**src/rtl/riscv_if_id_queue_if.sv**
```systemverilog
// IF/ID queue handshake bundle: enqueue side from IF, dequeue side to ID,
// plus flush and occupancy status. master = IF/ID pipeline control, slave = queue.
interface riscv_if_id_queue_if #(
  parameter int XLEN  = 32,
  parameter int ILEN  = 32,
  parameter int DEPTH = 4
);
  localparam int CW = $clog2(DEPTH + 1);

  logic            flush;
  logic            enq_valid;
  logic            enq_ready;
  logic [XLEN-1:0] enq_pc;
  logic [ILEN-1:0] enq_instr;
  logic            deq_ready;
  logic            deq_valid;
  logic [XLEN-1:0] deq_pc;
  logic [ILEN-1:0] deq_instr;
  logic [CW-1:0]   count;
  logic            full;
  logic            empty;

  modport master (
    output flush, enq_valid, enq_pc, enq_instr, deq_ready,
    input  enq_ready, deq_valid, deq_pc, deq_instr, count, full, empty
  );

  modport slave (
    input  flush, enq_valid, enq_pc, enq_instr, deq_ready,
    output enq_ready, deq_valid, deq_pc, deq_instr, count, full, empty
  );
endinterface

```
**src/rtl/riscv_if_id_queue.sv**
```systemverilog
// DEPTH-entry (PC, instruction) prefetch queue between IF and ID; NOP presented when empty.
// Optional macro IF_ID_QUEUE_BYPASS_EN: empty-queue fall-through giving 0-cycle latency.
module riscv_if_id_queue #(
  parameter int              XLEN      = 32,
  parameter int              ILEN      = 32,
  parameter int              DEPTH     = 4,
  parameter logic [ILEN-1:0] NOP_INSTR = ILEN'(32'h0000_0013)
) (
  input logic                clk,
  input logic                reset,
  riscv_if_id_queue_if.slave q
);
  localparam int PW = $clog2(DEPTH);
  localparam int CW = $clog2(DEPTH + 1);

  logic [XLEN-1:0] pc_mem_r    [DEPTH];
  logic [ILEN-1:0] instr_mem_r [DEPTH];
  logic [PW-1:0]   wr_ptr_r;
  logic [PW-1:0]   rd_ptr_r;
  logic [CW-1:0]   count_r;

  logic            empty_s;
  logic            full_s;
  logic            bypass_s;
  logic            deq_valid_s;
  logic            enq_fire_s;
  logic            deq_fire_s;
  logic            wr_en_s;
  logic            rd_en_s;
  logic [XLEN-1:0] deq_pc_s;
  logic [ILEN-1:0] deq_instr_s;

  assign empty_s = (count_r == CW'(0));
  assign full_s  = (count_r == CW'(DEPTH));

`ifdef IF_ID_QUEUE_BYPASS_EN
  assign bypass_s = empty_s & q.enq_valid & ~q.flush;
`else
  assign bypass_s = 1'b0;
`endif

  assign deq_valid_s = ~empty_s | bypass_s;
  assign enq_fire_s  = q.enq_valid & ~full_s;
  assign deq_fire_s  = deq_valid_s & q.deq_ready;

  // A bypassed entry consumed in the same cycle never touches storage or pointers
  assign wr_en_s = enq_fire_s & ~(bypass_s & q.deq_ready);
  assign rd_en_s = deq_fire_s & ~bypass_s;

  // Pointer and occupancy state; flush outranks any concurrent enqueue/dequeue
  always_ff @(posedge clk or posedge reset) begin
    if (reset) begin
      wr_ptr_r <= '0;
      rd_ptr_r <= '0;
      count_r  <= '0;
    end else if (q.flush) begin
      wr_ptr_r <= '0;
      rd_ptr_r <= '0;
      count_r  <= '0;
    end else begin
      if (wr_en_s) begin
        wr_ptr_r <= wr_ptr_r + PW'(1);
      end
      if (rd_en_s) begin
        rd_ptr_r <= rd_ptr_r + PW'(1);
      end
      case ({wr_en_s, rd_en_s})
        2'b10:   count_r <= count_r + CW'(1);
        2'b01:   count_r <= count_r - CW'(1);
        default: count_r <= count_r;
      endcase
    end
  end

  // Entry storage; contents are unobservable while empty so no reset is needed
  always_ff @(posedge clk) begin
    if (wr_en_s && !q.flush) begin
      pc_mem_r[wr_ptr_r]    <= q.enq_pc;
      instr_mem_r[wr_ptr_r] <= q.enq_instr;
    end
  end

  // Head read: stored entry, bypassed fetch, or NOP when nothing is available
  always_comb begin
    deq_pc_s    = '0;
    deq_instr_s = NOP_INSTR;
    if (!empty_s) begin
      deq_pc_s    = pc_mem_r[rd_ptr_r];
      deq_instr_s = instr_mem_r[rd_ptr_r];
    end else if (bypass_s) begin
      deq_pc_s    = q.enq_pc;
      deq_instr_s = q.enq_instr;
    end else begin
      deq_pc_s    = '0;
      deq_instr_s = NOP_INSTR;
    end
  end

  assign q.enq_ready = ~full_s;
  assign q.deq_valid = deq_valid_s;
  assign q.deq_pc    = deq_pc_s;
  assign q.deq_instr = deq_instr_s;
  assign q.count     = count_r;
  assign q.full      = full_s;
  assign q.empty     = empty_s;
endmodule

```
**src/flat_wrapper.sv**
```systemverilog
// flat-port wrapper written by rule: the top's interface ports become plain ports
module riscv_if_id_queue_flat 
#(
  parameter int              XLEN      = 32,
  parameter int              ILEN      = 32,
  parameter int              DEPTH     = 4,
  parameter logic [ILEN-1:0] NOP_INSTR = ILEN'(32'h0000_0013)
)
  (clk, reset, q_flush, q_enq_valid, q_enq_pc, q_enq_instr, q_deq_ready, q_enq_ready, q_deq_valid, q_deq_pc, q_deq_instr, q_count, q_full, q_empty);
  riscv_if_id_queue_if #(.XLEN(XLEN), .ILEN(ILEN), .DEPTH(DEPTH)) q_i ();
  input logic clk;
  input logic reset;
  input wire logic [$bits(q_i.flush)-1:0] q_flush;
  input wire logic [$bits(q_i.enq_valid)-1:0] q_enq_valid;
  input wire logic [$bits(q_i.enq_pc)-1:0] q_enq_pc;
  input wire logic [$bits(q_i.enq_instr)-1:0] q_enq_instr;
  input wire logic [$bits(q_i.deq_ready)-1:0] q_deq_ready;
  output wire logic [$bits(q_i.enq_ready)-1:0] q_enq_ready;
  output wire logic [$bits(q_i.deq_valid)-1:0] q_deq_valid;
  output wire logic [$bits(q_i.deq_pc)-1:0] q_deq_pc;
  output wire logic [$bits(q_i.deq_instr)-1:0] q_deq_instr;
  output wire logic [$bits(q_i.count)-1:0] q_count;
  output wire logic [$bits(q_i.full)-1:0] q_full;
  output wire logic [$bits(q_i.empty)-1:0] q_empty;
  assign q_i.flush = q_flush;
  assign q_i.enq_valid = q_enq_valid;
  assign q_i.enq_pc = q_enq_pc;
  assign q_i.enq_instr = q_enq_instr;
  assign q_i.deq_ready = q_deq_ready;
  assign q_enq_ready = q_i.enq_ready;
  assign q_deq_valid = q_i.deq_valid;
  assign q_deq_pc = q_i.deq_pc;
  assign q_deq_instr = q_i.deq_instr;
  assign q_count = q_i.count;
  assign q_full = q_i.full;
  assign q_empty = q_i.empty;
  riscv_if_id_queue #(.XLEN(XLEN), .ILEN(ILEN), .DEPTH(DEPTH), .NOP_INSTR(NOP_INSTR)) u_core (.clk(clk), .reset(reset), .q(q_i));
endmodule
```
**config.mk**
```make
export PLATFORM = sky130hd
export DESIGN_NAME = riscv_if_id_queue_flat
export DESIGN_NICKNAME = d
export VERILOG_FILES = /design/src/rtl/riscv_if_id_queue_if.sv /design/src/rtl/riscv_if_id_queue.sv /design/src/flat_wrapper.sv
export SDC_FILE = /design/constraint.sdc
export NUM_CORES = 1
export LEC_CHECK = 0
export BUFFER_PORTS_ARGS = -buffer_cell sky130_fd_sc_hd__buf_2
export CORE_MARGIN = 2
export CORE_UTILIZATION = 61
export CTS_CLUSTER_DIAMETER = 150
export CTS_CLUSTER_SIZE = 20
export DETAILED_ROUTE_END_ITERATION = 6
export PLACE_DENSITY = 0.84
export SLEW_MARGIN = 20
export SYNTH_ARGS = -nofsm -noshare
export SYNTH_HDL_FRONTEND = slang
export SYNTH_SLANG_ARGS = --single-unit
```
**constraint.sdc**
```tcl
create_clock -name clk -period 6 [get_ports clk]
set_input_delay 0 -clock clk [delete_from_list [all_inputs] [get_ports clk]]
set_output_delay 0 -clock clk [all_outputs]
set_load 0.05 [all_outputs]
```
# After elaboration in Yosys (flattened, before gate mapping)
# Memories as Yosys holds them, arrays and structs flattened.
# Index checks and enable logic that the tools add are counted.
classes:
  n_addsub: 4
  n_eq_ne: 3
  bitwise: 4
  n_mux: 10
  reduce_logical: 6
ops:
  columns: ["operator", "n"]
  rows:
  - ["$mux W32", 2]
  - ["$mux W2", 4]
  - ["$pmux W3 S2", 1]
  - ["$add A2 B1 Y2 const B", 2]
  - ["$reduce_bool A2 Y1", 2]
  - ["$add A3 B1 Y3 const B", 1]
  - ["$eq A3 B3 Y1 const B", 1]
  - ["$logic_not A3 Y1", 1]
  - ["$mux W3", 1]
  - ["$reduce_bool A3 Y1", 1]
  - ["$sub A3 B1 Y3 const B", 1]
  - ["$and A1 B1 Y1", 2]
  - ["$eq A2 B1 Y1 const B", 1]
  - ["$eq A2 B2 Y1 const B", 1]
  - ["$mux W1", 2]
  - ["$not A1 Y1", 2]
  - ["$logic_and A1 B1 Y1", 1]
  - ["$logic_not A1 Y1", 1]
totals:
  register_bits: 7
  ram_bits: 256
  memories: 2
  out_inout_bits: 71
  in_bits: 69
memory_table:
  columns: ["name", "depth", "width", "read_ports", "rd_clocked_by_memory_dff", "write_ports", "line", "rtl"]
  rows:
  - ["u_core.instr_mem_r", 4, 32, 1, 0, 1, "riscv_if_id_queue.sv:17", "logic [ILEN-1:0] instr_mem_r [DEPTH];"]
  - ["u_core.pc_mem_r", 4, 32, 1, 0, 1, "riscv_if_id_queue.sv:16", "logic [XLEN-1:0] pc_mem_r [DEPTH];"]

# Longest topological paths before layout
logic_depth:
  ltp_word: 6
  mapped_depth: 8

# Worst setup path after synthesis
# OpenSTA, ideal clock, no wires.
synth_path:
  path_type: "flip-flop to flip-flop"
  startpoint: "reg u_core.count_r[0] (netlist: u_core.q.count[0])"
  endpoint: "mem u_core.instr_mem_r[0][0] (enable)"
  synth_period_minus_slack_ns: 3.677
  arrival_ns: 3.248
  path_slack_ns: 2.323
  setup_ns: 0.429
  t_required_ns: 5.571
  stages_incl_launch_ff: 6
  cell_sequence: "dfrtp_1 -> clkbuf_2 -> or3b_1 -> nand2_1 -> nor2_1 -> and2_1"
synth_via:
  elab_chain_cells: 6
synth_rtl:
  columns: ["item", "line", "rtl"]
  rows:
  - ["start, declared", "riscv_if_id_queue.sv:20", "logic [CW-1:0] count_r;"]
  - ["start signal, assigned", "riscv_if_id_queue.sv:68", "2'b10: count_r <= count_r + CW'(1);"]
  - ["start signal, assigned", "riscv_if_id_queue.sv:69", "2'b01: count_r <= count_r - CW'(1);"]
  - ["start signal, assigned", "riscv_if_id_queue.sv:70", "default: count_r <= count_r;"]
  - ["$eq A3 B3 Y1", "riscv_if_id_queue.sv:34", "assign full_s = (count_r == CW'(DEPTH));"]
  - ["$not A1 Y1", null, null]
  - ["named net q_enq_ready", "flat_wrapper.sv:18", "output wire logic [$bits(q_i.enq_ready)-1:0] q_enq_ready;"]
  - ["$and A1 B1 Y1", "riscv_if_id_queue.sv:43", "assign enq_fire_s = q.enq_valid & ~full_s;"]
  - ["$logic_and A1 B1 Y1", "riscv_if_id_queue.sv:77", "if (wr_en_s && !q.flush) begin"]
  - ["$mux W1", "riscv_if_id_queue.sv:77", null]
  - ["$mux W1 (not written as such)", "riscv_if_id_queue.sv:79", "instr_mem_r[wr_ptr_r] <= q.enq_instr;"]
  - ["end, declared", "riscv_if_id_queue.sv:17", null]
# The timed path passes the listed nets, and every way through them passes these cells.

# Worst setup path in the final report
layout_path:
  startpoint: "reg u_core.rd_ptr_r[0]"
  endpoint: "out q_deq_instr[0]"
layout_via:
  elab_chain_cells: 2
layout_rtl:
  columns: ["item", "line", "rtl"]
  rows:
  - ["start, declared", "riscv_if_id_queue.sv:19", "logic [PW-1:0] rd_ptr_r;"]
  - ["start signal, assigned", "riscv_if_id_queue.sv:65", "rd_ptr_r <= rd_ptr_r + PW'(1);"]
  - ["$mem_v2 Z4 W32", null, null]
  - ["$mux W32", "riscv_if_id_queue.sv:87", "if (!empty_s) begin"]
  - ["end, declared", "flat_wrapper.sv:21", "output wire logic [$bits(q_i.deq_instr)-1:0] q_deq_instr;"]
# Every way passes these cells.

==> results_dict.tcl <==
set metrics [dict create \
    cts_max_path_buffers 3 \
    htreeDepth 1 \
    dpl_cell_area_sq_um 11100 \
    ios 140 \
    synthToLayoutAreaGrowth_pct 19.7 \
    cts_tree "yes" \
    dp_hpwl_um 9910 \
    start_util_pct 61.9 \
    setup_violations 0 \
    critPathRequiredTime_ns 6.00 \
    slew_headroom_pct 34.0 \
    yosys.area.top_type "edfxtp_1" \
    critical_path_class "register to output pin" \
    finalHoldViolCount 0 \
    async_flop_share_pct 2.66 \
    die_h_um 133 \
    worstSkewPairLatency_ns 0.47 \
    arrival_ns 3.04 \
    yosys-top-cells-area "edfxtp_1 (75%), mux4_2 (14%), and2_1 (4.0%)" \
    grtUsageTotal_pct 21.4 \
    grt_pass1_vias 5525 \
    cp-start-kind "register" \
    p_leak_nw 4.23 \
    stdcell_area_sq_um 12200 \
    numPortBuffers 139 \
    rsz0062_at_grt "no" \
    yosysWarnings 0 \
    gr-total-overflow 0 \
    vdd_drop_max_v 0.000257 \
    die_area_sq_um 17800 \
    rrSetupSlack_ns 3.48 \
    wl_um 18800 \
    drt_iter0_drc 441 \
    utilization_pct 74.1 \
    path_max_fanout 39 \
    drive_above_1_share_pct 33.7 \
    synth_edf_count 256 \
    crit_slowest_cell "dfrtp_4" \
    powerDensity_nw_per_um2 330 \
    grt_max_degree 67 \
    post-route-drc-count 0 \
    rr_startpoint "u_core.q.count[0]" \
    max_cap_violations 0 \
    r2r.worst_path.cells 6 \
    status "finished clean" \
    tightestPinTransition_ns 0.990 \
    die_x_um 133 \
    cts-buffers-inserted 17 \
    synthFlopType "edfxtp_1" \
    placed_cells 807 \
    slew_violations 0 \
    syn-mean-instance-area_sq_um 21.6 \
    wl_per_cell_um 20.9 \
    antenna_found_initial 0 \
    clockRootBuffer "clkbuf_16" \
    endpoint_kind "output pin" \
    via_per_inst 5.73 \
    drtPass1Iterations 5 \
    clk_pin_slew_worst_paths_ns 0.08 \
    nets 749 \
    fin_tns_setup_ns 0 \
    rows 47 \
    fin_skew_ns 0.0163 \
    postCtsSetupBuffers 0 \
    netlist_area_sq_um 10200 \
    min_period_over_period_pct 50.6 \
    finalPower_mw 4.03 \
    place.gp.congestion 0.778 \
    worstPathCellList "buf_4 -> mux4_2 -> or2_1 -> buf_2" \
    hp-class "primary input to async pin" \
    postRouteAntennaNets 0 \
    reg2reg_to "u_core.q.count[1]" \
    grt_pass1_wl_um 29100 \
    final-instance-count-excl-fill 899 \
    min_period_ns 3.04 \
    ys_top_cells_by_count "edfxtp_1 (256), and2_1 (65), mux4_2 (64)" \
    diodes 0 \
    yosysMostFrequentCell "edfxtp_1" \
    ys_types 31 \
    syn_nets 546 \
    yosysSeqAreaShare_pct 77.1 \
    worst_path_largest_cell_delay_ns 0.78 \
    syn_inst 472 \
    max_freq_ghz 0.329 \
    clock_sinks 263 \
    synth_top_area_share_pct 75.4 \
    ys_seq_elements 263 \
    routed-via-count 5154 \
    core_sq_um 16500 \
]
## worst max path at each step
stage                             from                        to  slack, ns  cells past startpoint
floorplan            u_core.q.count[0]  u_core.instr_mem_r[0][0]       2.32                      5
global placement     u_core.q.count[1]         u_core.q.count[1]       3.18                      6
detailed placement   u_core.q.count[0]         u_core.q.count[1]       3.08                      6
CTS                 u_core.rd_ptr_r[0]            q_deq_instr[0]       2.85                      4
global route        u_core.rd_ptr_r[0]            q_deq_instr[0]       2.73                      4
finish              u_core.rd_ptr_r[0]            q_deq_instr[0]       2.96                      4
## sequential cells by signal, summed over array words and instances, names as in the netlist
| register | cells |
|---|---|
| u_core.instr_mem_r | 128 |
| u_core.pc_mem_r | 128 |
| u_core.q.count | 3 |
| u_core.rd_ptr_r | 2 |
| u_core.wr_ptr_r | 2 |
## metrics by stage
step	setup slack, ns	hold slack [ns]
5_1_grt	2.73	0.0325
6_report	2.96	0.00454
3_5_place_dp	3.08	-0.0476
3_3_place_gp	3.18	-0.0652
2_1_floorplan	2.32	-0.197
4_1_cts	2.85	0.00127
## what timing repair did
item	in CTS	in global routing
resized for setup	0	0
hold endpoints to repair	270	0
hold buffers	69	0
## critical path: cells and delay by family, from the launching register on
kind | cells | cell delay (ns)
and+or+nand+nor | 1 | 0.22
muxes | 1 | 0.60
buffers and inverters | 2 | 0.93
DFF | 1 | 0.78
## cells by family after synthesis
| logic type | Yosys count | share of synthesized area, % |
|---|---|---|
| adder cells (fa/ha/maj) | 5 | 0.687 |
| multiplexers | 65 | 14.2 |
| XOR/XNOR | 4 | 0.344 |
| AO/OA/AOI/OAI | 10 | 0.638 |
| flip-flops | 263 | 77.1 |
| AND/OR/NAND/NOR | 95 | 5.39 |
| buffers and inverters | 30 | 1.61 |
## per-layer routing
layer / vias up / share of wire [%] / global-route usage [%]
li1: 2281 / - / -
met3: 17 / 6.2 / 4.03
met4: 0 / 1.1 / 5.14
met1: 2676 / 39 / 27.8
met2: 180 / 53 / 38.1
met5: - / 0 / 0
## cell usage in the layout (no fill, tap or decap), types with 3 or more instances in the layout
| cell | netlist | layout |
|---|---|---|
| inv_1 | 5 | 5 |
| clkbuf_1 | 8 | 5 |
| a21oi_1 | 3 | 3 |
| ha_1 | 4 | 4 |
| clkbuf_16 | 0 | 17 |
| dfrtp_1 | 7 | 5 |
| dlygate4sd3_1 | 0 | 69 |
| nor2_1 | 10 | 10 |
| or2_1 | 3 | 3 |
| and2_4 | 0 | 4 |
| and2_1 | 65 | 61 |
| mux4_2 | 64 | 64 |
| nand2_1 | 6 | 6 |
| buf_2 | 10 | 139 |
| edfxtp_1 | 256 | 256 |
| nand3_1 | 5 | 5 |
## report_power, final
| group | switching (mW) | total [mW] | leakage [nW] | internal (mW) |
|---|---|---|---|---|
| registers | 0.0460 | 2.13 | 2.42 | 2.08 |
| logic | 0.540 | 0.816 | 1.59 | 0.276 |
| clock network | 0.553 | 1.08 | 0.225 | 0.528 |
| total | 1.14 | 4.03 | 4.23 | 2.89 |
## final cells by class
type / instances / area [sq um]
Timing Repair Buffer: 209 / 1390
Inverter: 5 / 18.8
Sequential cell: 263 / 7870
Clock inverter: 1 / 20.0
Multi-Input combinational cell: 179 / 2190
Fill cell: 975 / 4260
Clock buffer: 22 / 444
Tap cell: 220 / 275
No activity file was read; power rests on OpenSTA's default activity.
